## src/rtl/quadrature_encoder.sv

```systemverilog
// rtl/quadrature_encoder.sv - quadrature A/B generator driven by step commands
//
// Accepts one command at a time (direction, edge count, edge spacing) and emits
// that many quadrature edges on A/B, one phase bit toggling per edge, while
// tracking a signed, wrapping edge position.
//
// Ports:
//   CLOCK       system clock, rising edge
//   RESET       asynchronous, active-high reset
//   CMD_VALID   command request
//   CMD_READY   block can accept a command
//   CMD_DIR     1 = count up, 0 = count down
//   CMD_STEPS   number of edges to emit
//   CMD_PERIOD  clocks between edges (0 is treated as 1)
//   ABORT       terminate the active command
//   A, B        registered quadrature phases
//   BUSY        command in progress
//   DONE        one-cycle completion pulse
//   POSITION    signed running edge count, wraps modulo 2^POS_W
//   INDEX       once-per-revolution marker
//
// Build option: QUAD_ENC_INDEX_EN enables the revolution counter behind INDEX;
// without it INDEX is tied to 0.

module quadrature_encoder #(
    parameter int STEP_W       = 16,
    parameter int PER_W        = 16,
    parameter int POS_W        = 16,
    parameter int INDEX_CLICKS = 24
) (
    input  logic              CLOCK,
    input  logic              RESET,
    input  logic              CMD_VALID,
    output logic              CMD_READY,
    input  logic              CMD_DIR,
    input  logic [STEP_W-1:0] CMD_STEPS,
    input  logic [PER_W-1:0]  CMD_PERIOD,
    input  logic              ABORT,
    output logic              A,
    output logic              B,
    output logic              BUSY,
    output logic              DONE,
    output logic [POS_W-1:0]  POSITION,
    output logic              INDEX
);

    if (INDEX_CLICKS < 1) begin : g_bad_index_clicks
        $error("INDEX_CLICKS must be at least 1");
    end

    typedef enum logic [1:0] {
        ST_IDLE   = 2'd0,
        ST_RUN    = 2'd1,
        ST_FINISH = 2'd2
    } state_t;

    localparam logic [PER_W-1:0]  PER_ONE  = PER_W'(1);
    localparam logic [STEP_W-1:0] STEP_ONE = STEP_W'(1);
    localparam logic [POS_W-1:0]  POS_ONE  = POS_W'(1);

    state_t             state_q, state_d;
    logic               dir_q, dir_d;
    logic [STEP_W-1:0]  remaining_q, remaining_d;
    logic [PER_W-1:0]   period_q, period_d;
    logic [PER_W-1:0]   timer_q, timer_d;
    logic               a_q, a_d;
    logic               b_q, b_d;
    logic [POS_W-1:0]   pos_q, pos_d;
    logic               ready_q, ready_d;
    logic               busy_q, busy_d;
    logic               done_q, done_d;
    logic               accept;
    logic               step;

    assign accept = CMD_VALID && ready_q && (state_q == ST_IDLE);

    always_comb begin
        state_d     = state_q;
        dir_d       = dir_q;
        remaining_d = remaining_q;
        period_d    = period_q;
        timer_d     = timer_q;
        a_d         = a_q;
        b_d         = b_q;
        pos_d       = pos_q;
        done_d      = 1'b0;
        step        = 1'b0;

        case (state_q)
            ST_IDLE: begin
                if (accept) begin
                    dir_d       = CMD_DIR;
                    period_d    = (CMD_PERIOD == '0) ? PER_ONE : CMD_PERIOD;
                    remaining_d = CMD_STEPS;
                    timer_d     = (CMD_PERIOD == '0) ? PER_ONE : CMD_PERIOD;
                    state_d     = (CMD_STEPS == '0) ? ST_FINISH : ST_RUN;
                end
            end
            ST_RUN: begin
                // ABORT takes priority over an edge that falls due this cycle.
                if (ABORT) begin
                    state_d = ST_FINISH;
                end else if (timer_q == PER_ONE) begin
                    step        = 1'b1;
                    timer_d     = period_q;
                    remaining_d = remaining_q - STEP_ONE;
                    if (remaining_q == STEP_ONE) begin
                        state_d = ST_FINISH;
                    end
                end else begin
                    timer_d = timer_q - PER_ONE;
                end
            end
            ST_FINISH: begin
                done_d  = 1'b1;
                state_d = ST_IDLE;
            end
            default: begin
                state_d = ST_IDLE;
            end
        endcase

        // Gray stepping: up is 00->10->11->01, down is the reverse.
        // Each rule toggles exactly one of the two phase bits.
        if (step) begin
            if (dir_q) begin
                a_d   = ~b_q;
                b_d   = a_q;
                pos_d = pos_q + POS_ONE;
            end else begin
                a_d   = b_q;
                b_d   = ~a_q;
                pos_d = pos_q - POS_ONE;
            end
        end

        // READY follows IDLE one cycle late, so the cycle DONE is high is
        // still not ready; it drops immediately on an accept.
        ready_d = (state_q == ST_IDLE) && !accept;
        busy_d  = (state_d == ST_RUN);
    end

    always_ff @(posedge CLOCK or posedge RESET) begin
        if (RESET) begin
            state_q     <= ST_IDLE;
            dir_q       <= 1'b0;
            remaining_q <= '0;
            period_q    <= PER_ONE;
            timer_q     <= PER_ONE;
            a_q         <= 1'b0;
            b_q         <= 1'b0;
            pos_q       <= '0;
            ready_q     <= 1'b1;
            busy_q      <= 1'b0;
            done_q      <= 1'b0;
        end else begin
            state_q     <= state_d;
            dir_q       <= dir_d;
            remaining_q <= remaining_d;
            period_q    <= period_d;
            timer_q     <= timer_d;
            a_q         <= a_d;
            b_q         <= b_d;
            pos_q       <= pos_d;
            ready_q     <= ready_d;
            busy_q      <= busy_d;
            done_q      <= done_d;
        end
    end

`ifdef QUAD_ENC_INDEX_EN
    localparam int REV_N = 4 * INDEX_CLICKS;
    localparam int REV_W = (REV_N > 1) ? $clog2(REV_N) : 1;
    localparam logic [REV_W-1:0] REV_MAX = REV_W'(REV_N - 1);
    localparam logic [REV_W-1:0] REV_ONE = REV_W'(1);

    logic [REV_W-1:0] rev_q, rev_d;
    logic             index_q, index_d;

    always_comb begin
        rev_d = rev_q;
        if (step) begin
            if (dir_q) begin
                rev_d = (rev_q == REV_MAX) ? '0 : rev_q + REV_ONE;
            end else begin
                rev_d = (rev_q == '0) ? REV_MAX : rev_q - REV_ONE;
            end
        end
        index_d = (rev_d == '0) && !a_d && !b_d;
    end

    always_ff @(posedge CLOCK or posedge RESET) begin
        if (RESET) begin
            rev_q   <= '0;
            index_q <= 1'b0;
        end else begin
            rev_q   <= rev_d;
            index_q <= index_d;
        end
    end

    assign INDEX = index_q;
`else
    assign INDEX = 1'b0;
`endif

    assign CMD_READY = ready_q;
    assign A         = a_q;
    assign B         = b_q;
    assign BUSY      = busy_q;
    assign DONE      = done_q;
    assign POSITION  = pos_q;

endmodule

```

## config.mk

```make
export PLATFORM = sky130hd
export DESIGN_NAME = quadrature_encoder
export DESIGN_NICKNAME = d
export VERILOG_FILES = /design/src/rtl/quadrature_encoder.sv
export SDC_FILE = /design/constraint.sdc
export NUM_CORES = 1
export LEC_CHECK = 0
export CORE_MARGIN = 2
export CORE_UTILIZATION = 41
export CTS_BUF_LIST = sky130_fd_sc_hd__clkbuf_2
export CTS_CLUSTER_DIAMETER = 150
export DETAILED_ROUTE_END_ITERATION = 12
export PLACE_DENSITY = 0.69
export SLEW_MARGIN = 30
export SYNTH_ARGS = -nofsm -noshare
export SYNTH_HDL_FRONTEND = slang
export SYNTH_SLANG_ARGS = --single-unit
```

## constraint.sdc

```tcl
create_clock -name CLOCK -period 5.8 [get_ports CLOCK]
set_clock_uncertainty 0.15 [all_clocks]
set_input_delay 0.87 -clock CLOCK [delete_from_list [all_inputs] [get_ports CLOCK]]
set_output_delay 0.87 -clock CLOCK [all_outputs]
set_load 0.01 [all_outputs]
```

# Word level (Yosys, flattened, before mapping)
# Cells that the tools add are included.
[totals]
register_bits = 72
latchBits = 0
mem_bits_rw = 0
mem_bits_ro = 0
input_bits = 37
output_inout_bits = 22
n_memories = 0
[op_classes]
addsub = 4
multipliers = 0
div = 0
magnitude_cmp = 0
eq_ne = 8
n_shift = 0
muxes = 22
bitwise_logic = 2
n_reduce_logical = 11
[ops]
columns = ["operator", "count"]
rows = [
  ["$mux 16", 8],
  ["$pmux 16 s2", 2],
  ["$sub 16x1->16 const B", 3],
  ["$eq 16x1->1 const B", 2],
  ["$logic_not 16->1", 2],
  ["$add 16x1->16 const B", 1],
  ["$mux 2", 5],
  ["$mux 1", 6],
  ["$ne 2x2->1 const B", 3],
  ["$eq 2x1->1 const B", 2],
  ["$pmux 2 s2", 1],
  ["$reduce_and 4->1", 1],
  ["$logic_and 1x1->1", 3],
  ["$reduce_and 3->1", 1],
  ["$eq 2x2->1 const B", 1],
  ["$logic_not 2->1", 1],
  ["$not 1->1", 2],
  ["$reduce_and 2->1", 1],
  ["$reduce_bool 2->1", 1],
  ["$logic_not 1->1", 1],
]

# Depth between registers and ports, before layout
# Gate-level depths: netlist (run 1).
[depth]
depth_word = 6
ltp_mapped = 10
ltp_nobuf = 8

# Worst setup path after synthesis (run 1)
# Ideal clock, no wire load.
[synth_timing]
path_type = "flip-flop to flip-flop"
start = "reg dir_q"
end = "reg pos_q[15] (netlist: POSITION[15])"
t_arrival_ns = 2.565
required_ns = 5.523
slack_ns = 2.958
stages_incl_launch_ff = 10
path_buffers = 1
period_less_slack_ns = 2.842
cell_sequence = "dfrtp_1 -> clkbuf_1 -> inv_1 -> ha_1 -> a211oi_1 -> o211ai_1 -> a2111oi_0 -> or2_2 -> o311a_1 -> nand3_1"
[synth_via]
elab_chain_len = 1
[synth_rtl]
columns = ["item", "line", "source"]
rows = [
  ["from (decl)", "62", "logic dir_q, dir_d;"],
  ["from (signal assigned)", "158", "dir_q <= dir_d;"],
  ["$mux 16", "126", "if (dir_q) begin"],
  ["to (signal assigned)", "164", "pos_q <= pos_d;"],
  ["to (decl)", "68", "logic [POS_W-1:0] pos_q, pos_d;"],
]
# No other way between the ends.
# A chain may end at the register's enable or synchronous reset.

# Final worst setup path (run 1)
[layout_timing]
start = "reg dir_q"
end = "reg pos_q[11] (netlist: POSITION[11])"
# The elaborated chain is that of the path after synthesis.

==> results of run 1 <==
## state kept, by name, summed over array words and instances (netlist names)
register,cells
CMD_READY,1
BUSY,1
DONE,1
dir_q,1
POSITION,16
B,1
A,1
state_q,2
period_q,16
timer_q,16
remaining_q,16
## cell usage after synthesis (all sizes together) (5+ instances only)
cell type	instances	area, µm²
a21oi	38	190
o31ai	5	37.5
nor4	11	68.8
o21a	5	37.5
nand3	11	55.1
o211ai	10	75.1
nand2	107	402
nor2	36	138
xnor2	16	140
dfrtp	69	1730
a21o	7	52.6
o21ai	42	210
clkbuf	21	78.8
xor2	9	78.8
buf	6	37.5
nor3	13	81.3
inv	9	33.8
o2bb2ai	5	43.8
a31oi	11	68.8
ha	18	225
## path summary, 6_finish.rpt
check                             from             end  slack, ns  cells past startpoint
setup / recovery                 dir_q    POSITION[11]       2.58                      8
min in group asynchronous        RESET     POSITION[5]       0.40                      2
hold / removal             period_q[1]     period_q[1]       0.36                      2
hold reg to reg            period_q[1]     period_q[1]       0.36                      2
max in group asynchronous        RESET  remaining_q[7]       4.04                      3
setup reg to reg                 dir_q    POSITION[11]       2.58                      8
## per-stage QoR
step / hold slack (ns) / setup slack (ns) / cell area [µm²]
6_report: 0.359 / 2.58 / 5270
3_5_place_dp: 0.314 / 2.45 / 5140
5_1_grt: 0.362 / 2.25 / 5270
4_1_cts: 0.362 / 2.41 / 5270
2_1_floorplan: 0.287 / 2.96 / 4460
3_3_place_gp: 0.305 / 2.29 / 5140
## kinds of logic (layout without fill, tap and decap cells)
family	after synthesis	after routing	synth area share, %
AO/OA/AOI/OAI	154	154	21.8
XOR/XNOR	25	25	4.91
adder cells (fa/ha/maj)	19	19	5.50
buffers and inverters	36	88	3.37
flip-flops	72	72	40.5
multiplexers	3	3	0.730
other	1	1	0.0841
AND/OR/NAND/NOR	216	216	23.1
## area by class of cell
cell class / count / area (µm²) / area share, %
repair buffers: 63 / 616 / 11.7
multi-input cells: 418 / 2520 / 47.7
well taps: 140 / 175 / 3.32
flip-flops and latches: 72 / 1810 / 34.2
clock buffers: 9 / 45.0 / 0.854
clock inverters: 7 / 81.3 / 1.54
inverters: 9 / 33.8 / 0.641
## metal layers
metal	vias up	share of wire, %	wire, µm
met4	0	1.6	163
met5	-	0	0
met2	106	46	4760
met1	1856	48	5000
li1	2000	-	-
met3	15	4.4	453
## power by group through the flow
stage	Sequential (W)	Clock, W	Combinational (W)
floorplan	0.000839	0	0.000733
global placement	0.000884	0	0.000901
detailed placement	0.000889	0	0.000930
CTS	0.000880	0.000319	0.000931
global route	0.000913	0.000341	0.00106
finish	0.000885	0.000308	0.000926
## critical path: stages (launching register included)
cell	delay, ns
dfrtp_1	0.51
inv_1	0.51
ha_1	0.41
a21oi_1	0.22
a21boi_0	0.16
a2111oi_1	0.64
or2_2	0.26
xor2_1	0.14
o21ai_0	0.09
==> reports/qor.txt, run 1 <==
postcts setup bufs = 0
Post-DRT Antenna Nets = 0
busiest grt layer = met2
most common cell after layout, fill and taps aside = nand2_1
switching power = 0.000931 W
Clock power frac = 14.5%
Synth cell types = 64
Initial Utilization = 41.5%
Tcrit/Tclk final = 55.5%
Worst setup EP type = flop
Syn Std Cell Area = 0.00446 mm²
Achievable Freq = 311 MHz
Final Power = 0.00212 W
vias per cell = 5.54
Core Util, Final = 49.1%
Resized cells post-CTS = 0
Final TNS setup = 0 ns
CTS tree = yes
switching part of the total = 43.9%
worst vdd ir = 226 µV
wire per inst = 14.4 µm
Setup Viol. Count Final = 0
Congestion Overflow GR = 0
Flop pwr share = 41.8%
WL final = 10.4 mm
FFs w/ async S/R, synth = 100%
CTS Buf Count = 9
CTS Hold Buffers Added = 0
clk buf depth = 2
Critical Path Source Type = flop
drt first-iter violations = 262
area grow syn2layout = 18.3%
post-synthesis sequential element count = 72
PwrDens = 402 mW/mm²
# port buffers = 57
ys flop type = dfrtp_1
sequential area share after synthesis = 40.5%
RSZ-0062 raised after global routing = no
Tot GR Track Use = 18.9%
met2 Use GR = 30.4%
worst rel slew slack = 47.2%
met3 GRT Util = 2.77%
ant diodes = 0
Syn Nets = 582
share of cells above drive strength 1 = 7.27%
count of flip-flops with a built-in enable after synthesis = 0
row cnt = 38
dpl hpwl = 7.31 mm
CTS clk-pin slew, worst paths = 0.23 ns
first-pass GRT wire length = 17.8 mm
worst hold path class = reg -> reg
DRC = 0
Fin. Hold Viols = 0
via count = 3977
largest net degree at the start of global routing = 61
Combinational Power Share = 43.7%
status = complete, no violations
critical-path maximum fanout = 19
Die ar. = 0.0117 mm²
Clock Latency Late Sink = 0.54 ns
vias in the first global route = 3779
Pleak = 2.22 nW
actual slew at the worst max-slew pin = 0.790 ns
syn_area_per_cell = 8.48 µm²
Max-cap violations = 0
max-slew violations = 0
non-filler cells, final = 718
initial antenna violation count = 0
Filler cells = 1096
clk sinks = 72
Placeable Area = 0.0107 mm²
TritonRoute pass-1 iters = 4
CP Class = reg -> reg
Die Y = 108 µm
most frequent cells in the layout = nand2_1 (107), dfrtp_1 (69), clkdlybuf4s50_1 (57)
Final #Nets = 629
clock root buffer = clkbuf_2
Die W = 108 µm
WP data required = 6.03 ns
Placed Cells = 702
H-tree lvl count = 3
yosys warns = 0
final RePlAce weighted congestion = 0.861
Mapped Cells = 526
Ports = 59
internal cell power = 0.00119 W
post-route minimum period = 3.22 ns
arrival time worst endpoint = 3.45 ns
grt met1 use = 26.0%
(Power assumes the default switching activity.)
==> run 2: changes to the inputs <==
- PLACE_DENSITY: 0.69 -> 0.72
- clock period: 5.8 -> 2.61 ns (I/O delays scaled with it)
==> run 2 against run 1 <==
Cell count grew 4.0%; critical path depth up 1; global-route usage is 1.7 points higher; first-iteration DRC count fell by 21%; non-clock buffer count grew 28; clock-buffer cell count rose by 3; sequential power grew 120%; hold slack got worse by 0.29 ns.
==> reports/qor.txt, run 2 (synthesis gave the netlist of run 1 again) <==
Max Used Layer = met4 (unchanged)
worst vdd ir = 431 µV (was 226 µV)
H-tree lvl count = 3 (unchanged)
Max-cap violations = 0 (unchanged)
area grow syn2layout = 25.6% (was 18.3%)
Ports = 59 (unchanged)
final RePlAce weighted congestion = 0.862 (was 0.861)
Die W = 108 µm (unchanged)
vias per cell = 5.64 (was 5.54)
Worst setup EP type = flop (unchanged)
Achievable Freq = 397 MHz (was 311 MHz)
ant diodes = 0 (unchanged)
Die Y = 108 µm (unchanged)
reg2reg start = dir_q (unchanged)
Final #Nets = 658 (was 629)
clk buf depth = 2 (unchanged)
CTS Hold Buffers Added = 0 (unchanged)
first-pass GRT wire length = 19.2 mm (was 17.8 mm)
critical-path maximum fanout = 4 (was 19)
WL final = 11.5 mm (was 10.4 mm)
Tcrit/Tclk final = 96.4% (was 55.5%)
drt first-iter violations = 208 (was 262)
Pleak = 2.38 nW (was 2.22 nW)
initial antenna violation count = 0 (unchanged)
worst rel slew slack = 49.5% (was 47.2%)
CP Class = reg -> reg (unchanged)
Placed Cells = 728 (was 702)
CP startpoint = dir_q (unchanged)
clock root buffer = clkbuf_2 (unchanged)
met1 wire length = 5.37 mm (was 5.00 mm)
most frequent cells in the layout = nand2_1 (107), dfrtp_1 (68), clkdlybuf4s50_1 (57) (was nand2_1 (107), dfrtp_1 (69), clkdlybuf4s50_1 (57))
post-route minimum period = 2.52 ns (was 3.22 ns)
RSZ-0062 raised after global routing = no (unchanged)
worst hold path class = in -> async (was reg -> reg)
actual slew at the worst max-slew pin = 0.754 ns (was 0.790 ns)
Final Power = 0.00506 W (was 0.00212 W)
Critical Path Source Type = flop (unchanged)
vias in the first global route = 4048 (was 3779)
Clock Latency Late Sink = 0.53 ns (was 0.54 ns)
Placeable Area = 0.0107 mm² (unchanged)
Post-DRT Antenna Nets = 0 (unchanged)
DRC = 0 (unchanged)
CTS Buf Count = 9 (unchanged)
Fin. Hold Viols = 0 (unchanged)
Die ar. = 0.0117 mm² (unchanged)
largest net degree at the start of global routing = 73 (was 61)
Setup Viol. Count Final = 0 (unchanged)
wire per inst = 15.4 µm (was 14.4 µm)
share of cells above drive strength 1 = 13.0% (was 7.27%)
clk sinks = 72 (unchanged)
# port buffers = 57 (unchanged)
Met3 Routed Length = 479 µm (was 453 µm)
TritonRoute pass-1 iters = 4 (unchanged)
non-filler cells, final = 747 (was 718)
WP data required = 2.93 ns (was 6.03 ns)
Initial Utilization = 41.5% (unchanged)
Seq. cell area = 0.00181 mm² (about the same)
CTS clk-pin slew, worst paths = 0.21 ns (was 0.23 ns)
met2 WL = 5.58 mm (was 4.76 mm)
area of the multi-input gates = 0.00260 mm² (was 0.00252 mm²)
via count = 4211 (was 3977)
CTS tree = yes (unchanged)
row cnt = 38 (unchanged)
Tot GR Track Use = 20.6% (was 18.9%)
most common cell after layout, fill and taps aside = nand2_1 (unchanged)
dpl hpwl = 8.23 mm (was 7.31 mm)
Filler cells = 1031 (was 1096)
status = complete, no violations (unchanged)
Congestion Overflow GR = 0 (unchanged)
arrival time worst endpoint = 2.84 ns (was 3.45 ns)
max-slew violations = 0 (unchanged)
PwrDens = 903 mW/mm² (was 402 mW/mm²)
## run 2: cell types whose count changed in the layout (fill, tap and decap cells not counted), moves of 2 or more
cell / previous run / this run
clkbuf_2: 9 / 12
clkinv_4: 4 / 0
ha_1: 18 / 15
clkinvlp_4: 0 / 2
ha_4: 0 / 3
buf_4: 6 / 32
## run 2: final timing paths
check                               end  slack [ns]  depth (start not counted)
min reg2reg                 period_q[1]        0.35                          2
max reg2reg                POSITION[15]        0.09                          9
max                        POSITION[15]        0.09                          9
min in group CLOCK          period_q[3]        0.29                          3
max in group asynchronous     CMD_READY        1.88                          3
min                         POSITION[4]        0.07                          3
## run 2: what timing repair did
| action | CTS | global route |
|---|---|---|
| cloned | 1 | 0 |
| endpoints found under the hold margin | 0 | 0 |
| setup buffers | 2 | 0 |
| pin swaps | 2 | 3 |
| resized for setup | 8 | 8 |
| endpoints found under the setup margin | 2 | 7 |
## run 2: metrics by stage
step	area (µm²)	setup slack (ns)	TNS, ns	hold slack (ns)	util (%)
final	5600	0.0938	0	0.0694	52.1
after global placement	5360	0.0896	0	0.309	49.9
after global routing	5600	0.00103	0	0.0827	52.1
after detailed placement	5360	0.0290	0	0.314	49.9
after CTS	5560	0.0449	0	0.0684	51.8
after floorplan	4470	-0.0712	-0.0772	0.287	-
## run 2: worst max-delay path, stage by stage (launching register included)
cell	delay [ns]
dfrtp_2	0.46
clkinvlp_4	0.13
buf_4	0.15
ha_4	0.28
o211ai_1	0.12
o211ai_1	0.34
a2111oi_4	0.15
or2_4	0.28
o311a_1	0.35
nand3_1	0.08
## run 2: report_power, final
part,leakage (nW),internal (W),switching [W]
sequential,0.885,0.00153,0.000453
combinational,1.41,0.00105,0.00129
clock,0.0836,0.000325,0.000405
total,2.38,0.00291,0.00215
## run 2: cell type report
type	instances	area share, %
sequential	72	32.3
multi-input combinational	418	46.5
inverter	9	0.670
tap	140	3.13
clock buffer	12	1.07
timing repair inverter	1	0.134
clock inverter	4	1.23
timing repair buffer	91	15.0
## run 2: routing by layer
metal | vias to the layer above | GRT usage (%)
li1 | 2052 | -
met3 | 11 | 3.80
met4 | 0 | 5.77
met2 | 105 | 34.6
met5 | - | 0
met1 | 2043 | 27.3
==> run 3: changes to the inputs <==
- CAP_MARGIN: unset -> 10
- CORE_MARGIN: 2 -> 4
==> run 3 against run 2 <==
The flow now finishes with violations (negative setup slack); global-route usage decreased by 2.1 points; clock power increased by 17%; die area increased by 7.5%; hold slack improved by 0.011 ns; cell count increased by 0.54%; setup slack got worse by 0.12 ns; critical endpoint unchanged.
==> reports/qor.txt, run 3 (synthesis gave the netlist of run 1 again) <==
critical-path maximum fanout = 7 (was 4)
Congestion Overflow GR = 0 (unchanged)
# port buffers = 57 (unchanged)
worst vdd ir = 408 µV (was 431 µV)
internal cell power = 0.00310 W (was 0.00291 W)
most frequent cells in the layout = nand2_1 (107), dfrtp_1 (69), clkdlybuf4s50_1 (57) (was nand2_1 (107), dfrtp_1 (68), clkdlybuf4s50_1 (57))
Die ar. = 0.0126 mm² (was 0.0117 mm²)
Die W = 112 µm (was 108 µm)
first-pass GRT wire length = 19.6 mm (was 19.2 mm)
RSZ-0062 raised after global routing = yes (was no)
share of cells above drive strength 1 = 15.4% (was 13.0%)
Clock Latency Late Sink = 0.51 ns (was 0.53 ns)
clk sinks = 72 (unchanged)
Tcrit/Tclk final = 101% (was 96.4%)
status = finished with violations (was complete, no violations)
wire per inst = 15.4 µm (about the same)
Tot GR Track Use = 18.5% (was 20.6%)
TritonRoute pass-1 iters = 5 (was 4)
Final #Nets = 666 (was 658)
violated checks = negative setup slack
Ports = 59 (unchanged)
via count = 4216 (was 4211)
setup slack at placement = 0.00149 ns (was 0.0290 ns)
ant diodes = 0 (unchanged)
Setup Viol. Count Final = 2 (was 0)
Final Power = 0.00530 W (was 0.00506 W)
DRC = 0 (unchanged)
setup ws final = -0.0227 ns (was 0.0938 ns)
CTS clk-pin slew, worst paths = 0.23 ns (was 0.21 ns)
WL final = 11.6 mm (was 11.5 mm)
Post-DRT Antenna Nets = 0 (unchanged)
vias per cell = 5.61 (was 5.64)
post-route minimum period = 2.63 ns (was 2.52 ns)
clock root buffer = clkbuf_2 (unchanged)
area grow syn2layout = 29.4% (was 25.6%)
CP Class = reg -> reg (unchanged)
Fin. Hold Viols = 0 (unchanged)
actual slew at the worst max-slew pin = 0.706 ns (was 0.754 ns)
dpl hpwl = 8.46 mm (was 8.23 mm)
clk buf depth = 2 (unchanged)
Placed Cells = 728 (unchanged)
largest net degree at the start of global routing = 39 (was 73)
initial antenna violation count = 0 (unchanged)
WP data required = 2.86 ns (was 2.93 ns)
Initial Utilization = 42.6% (was 41.5%)
Filler cells = 946 (was 1031)
vias in the first global route = 4090 (was 4048)
Placeable Area = 0.0105 mm² (was 0.0107 mm²)
Combinational Power Share = 46.8% (was 46.3%)
Max-cap violations = 0 (unchanged)
final RePlAce weighted congestion = 0.923 (was 0.862)
hold_ws = 0.0805 ns (was 0.0694 ns)
most common cell after layout, fill and taps aside = nand2_1 (unchanged)
non-filler cells, final = 751 (was 747)
Flop pwr share = 37.1% (was 39.3%)
PwrDens = 919 mW/mm² (was 903 mW/mm²)
switching part of the total = 41.5% (was 42.5%)
switching power = 0.00220 W (was 0.00215 W)
drt first-iter violations = 224 (was 208)
area of the multi-input gates = 0.00263 mm² (was 0.00260 mm²)
worst rel slew slack = 52.7% (was 49.5%)
Clock power frac = 16.2% (was 14.4%)
row cnt = 37 (was 38)
Reg2Reg Setup Slack = -0.02 ns (was 0.09 ns)
worst hold path class = in -> async (unchanged)
Die Y = 112 µm (was 108 µm)
CTS tree = yes (unchanged)
arrival time worst endpoint = 2.88 ns (was 2.84 ns)
Critical Path Source Type = flop (unchanged)
Seq. cell area = 0.00181 mm² (about the same)
CTS Hold Buffers Added = 0 (unchanged)
max-slew violations = 0 (unchanged)
Achievable Freq = 380 MHz (was 397 MHz)
H-tree lvl count = 3 (unchanged)
CTS Buf Count = 9 (unchanged)
Pleak = 2.44 nW (was 2.38 nW)
Worst setup EP type = flop (unchanged)
==> run 3: final cells by class <==
class / instances / area share, %
well taps: 136 / 2.95
clock buffers: 9 / 0.781
repair buffers: 100 / 16.6
inverters: 9 / 0.651
clock inverters: 7 / 2.08
multi-input cells: 418 / 45.7
flip-flops and latches: 72 / 31.3
==> run 3: timing repair <==
item | CTS | global route
setup endpoints to repair | 2 | 7
cloned | 0 | 0
pin swaps | 1 | 12
gates resized for setup | 4 | 20
endpoints found under the hold margin | 0 | 0
setup buffers | 1 | 7
==> run 3: layer usage <==
layer  GRT usage [%]  share of wire (%)  vias to the layer above
met5               0                  0                        -
met4            3.13               0.82                        0
met3            3.40                4.6                       12
met2            31.7                 49                      120
met1            24.9                 46                     2019
li1                -                  -                     2065
==> run 3: path summary, 6_finish.rpt <==
check                         startpoint            to  cells after the start
max in group asynchronous          RESET   period_q[2]                      3
setup reg to reg                   dir_q  POSITION[15]                      9
hold / removal                     RESET          BUSY                      2
hold reg to reg             period_q[13]  period_q[13]                      2
setup / recovery                   dir_q  POSITION[15]                      9
min in group CLOCK         CMD_PERIOD[7]   period_q[7]                      3
==> run 3: stage by stage <==
| stage | TNS (ns) | util (%) | area, µm² |
|---|---|---|---|
| after global placement | 0 | 51.8 | 5420 |
| final | -0.0354 | 55.1 | 5770 |
| after detailed placement | 0 | 51.8 | 5420 |
| after global routing | -0.563 | 55.1 | 5770 |
| after floorplan | -0.0772 | - | 4470 |
| after CTS | -0.0126 | 53.7 | 5620 |
==> run 3: worst max-delay path, stage by stage, from the launching register on <==
cell and delay (ns):
dfrtp_1 0.44, clkinvlp_4 0.21, buf_6 0.18, ha_4 0.21, o211ai_1 0.20, o211ai_1 0.20, a2111oi_4 0.50, or2_4 0.21
o311a_1 0.15, nand3_1 0.07
==> run 3: power by group through the flow <==
stage,registers [W],logic [W],clock network [W]
2_1_floorplan,0.00186,0.00164,0
3_3_place_gp,0.00196,0.00222,0
3_5_place_dp,0.00198,0.00231,0
4_1_cts,0.00196,0.00234,0.000873
5_1_grt,0.00203,0.00280,0.000929
6_report,0.00197,0.00248,0.000856
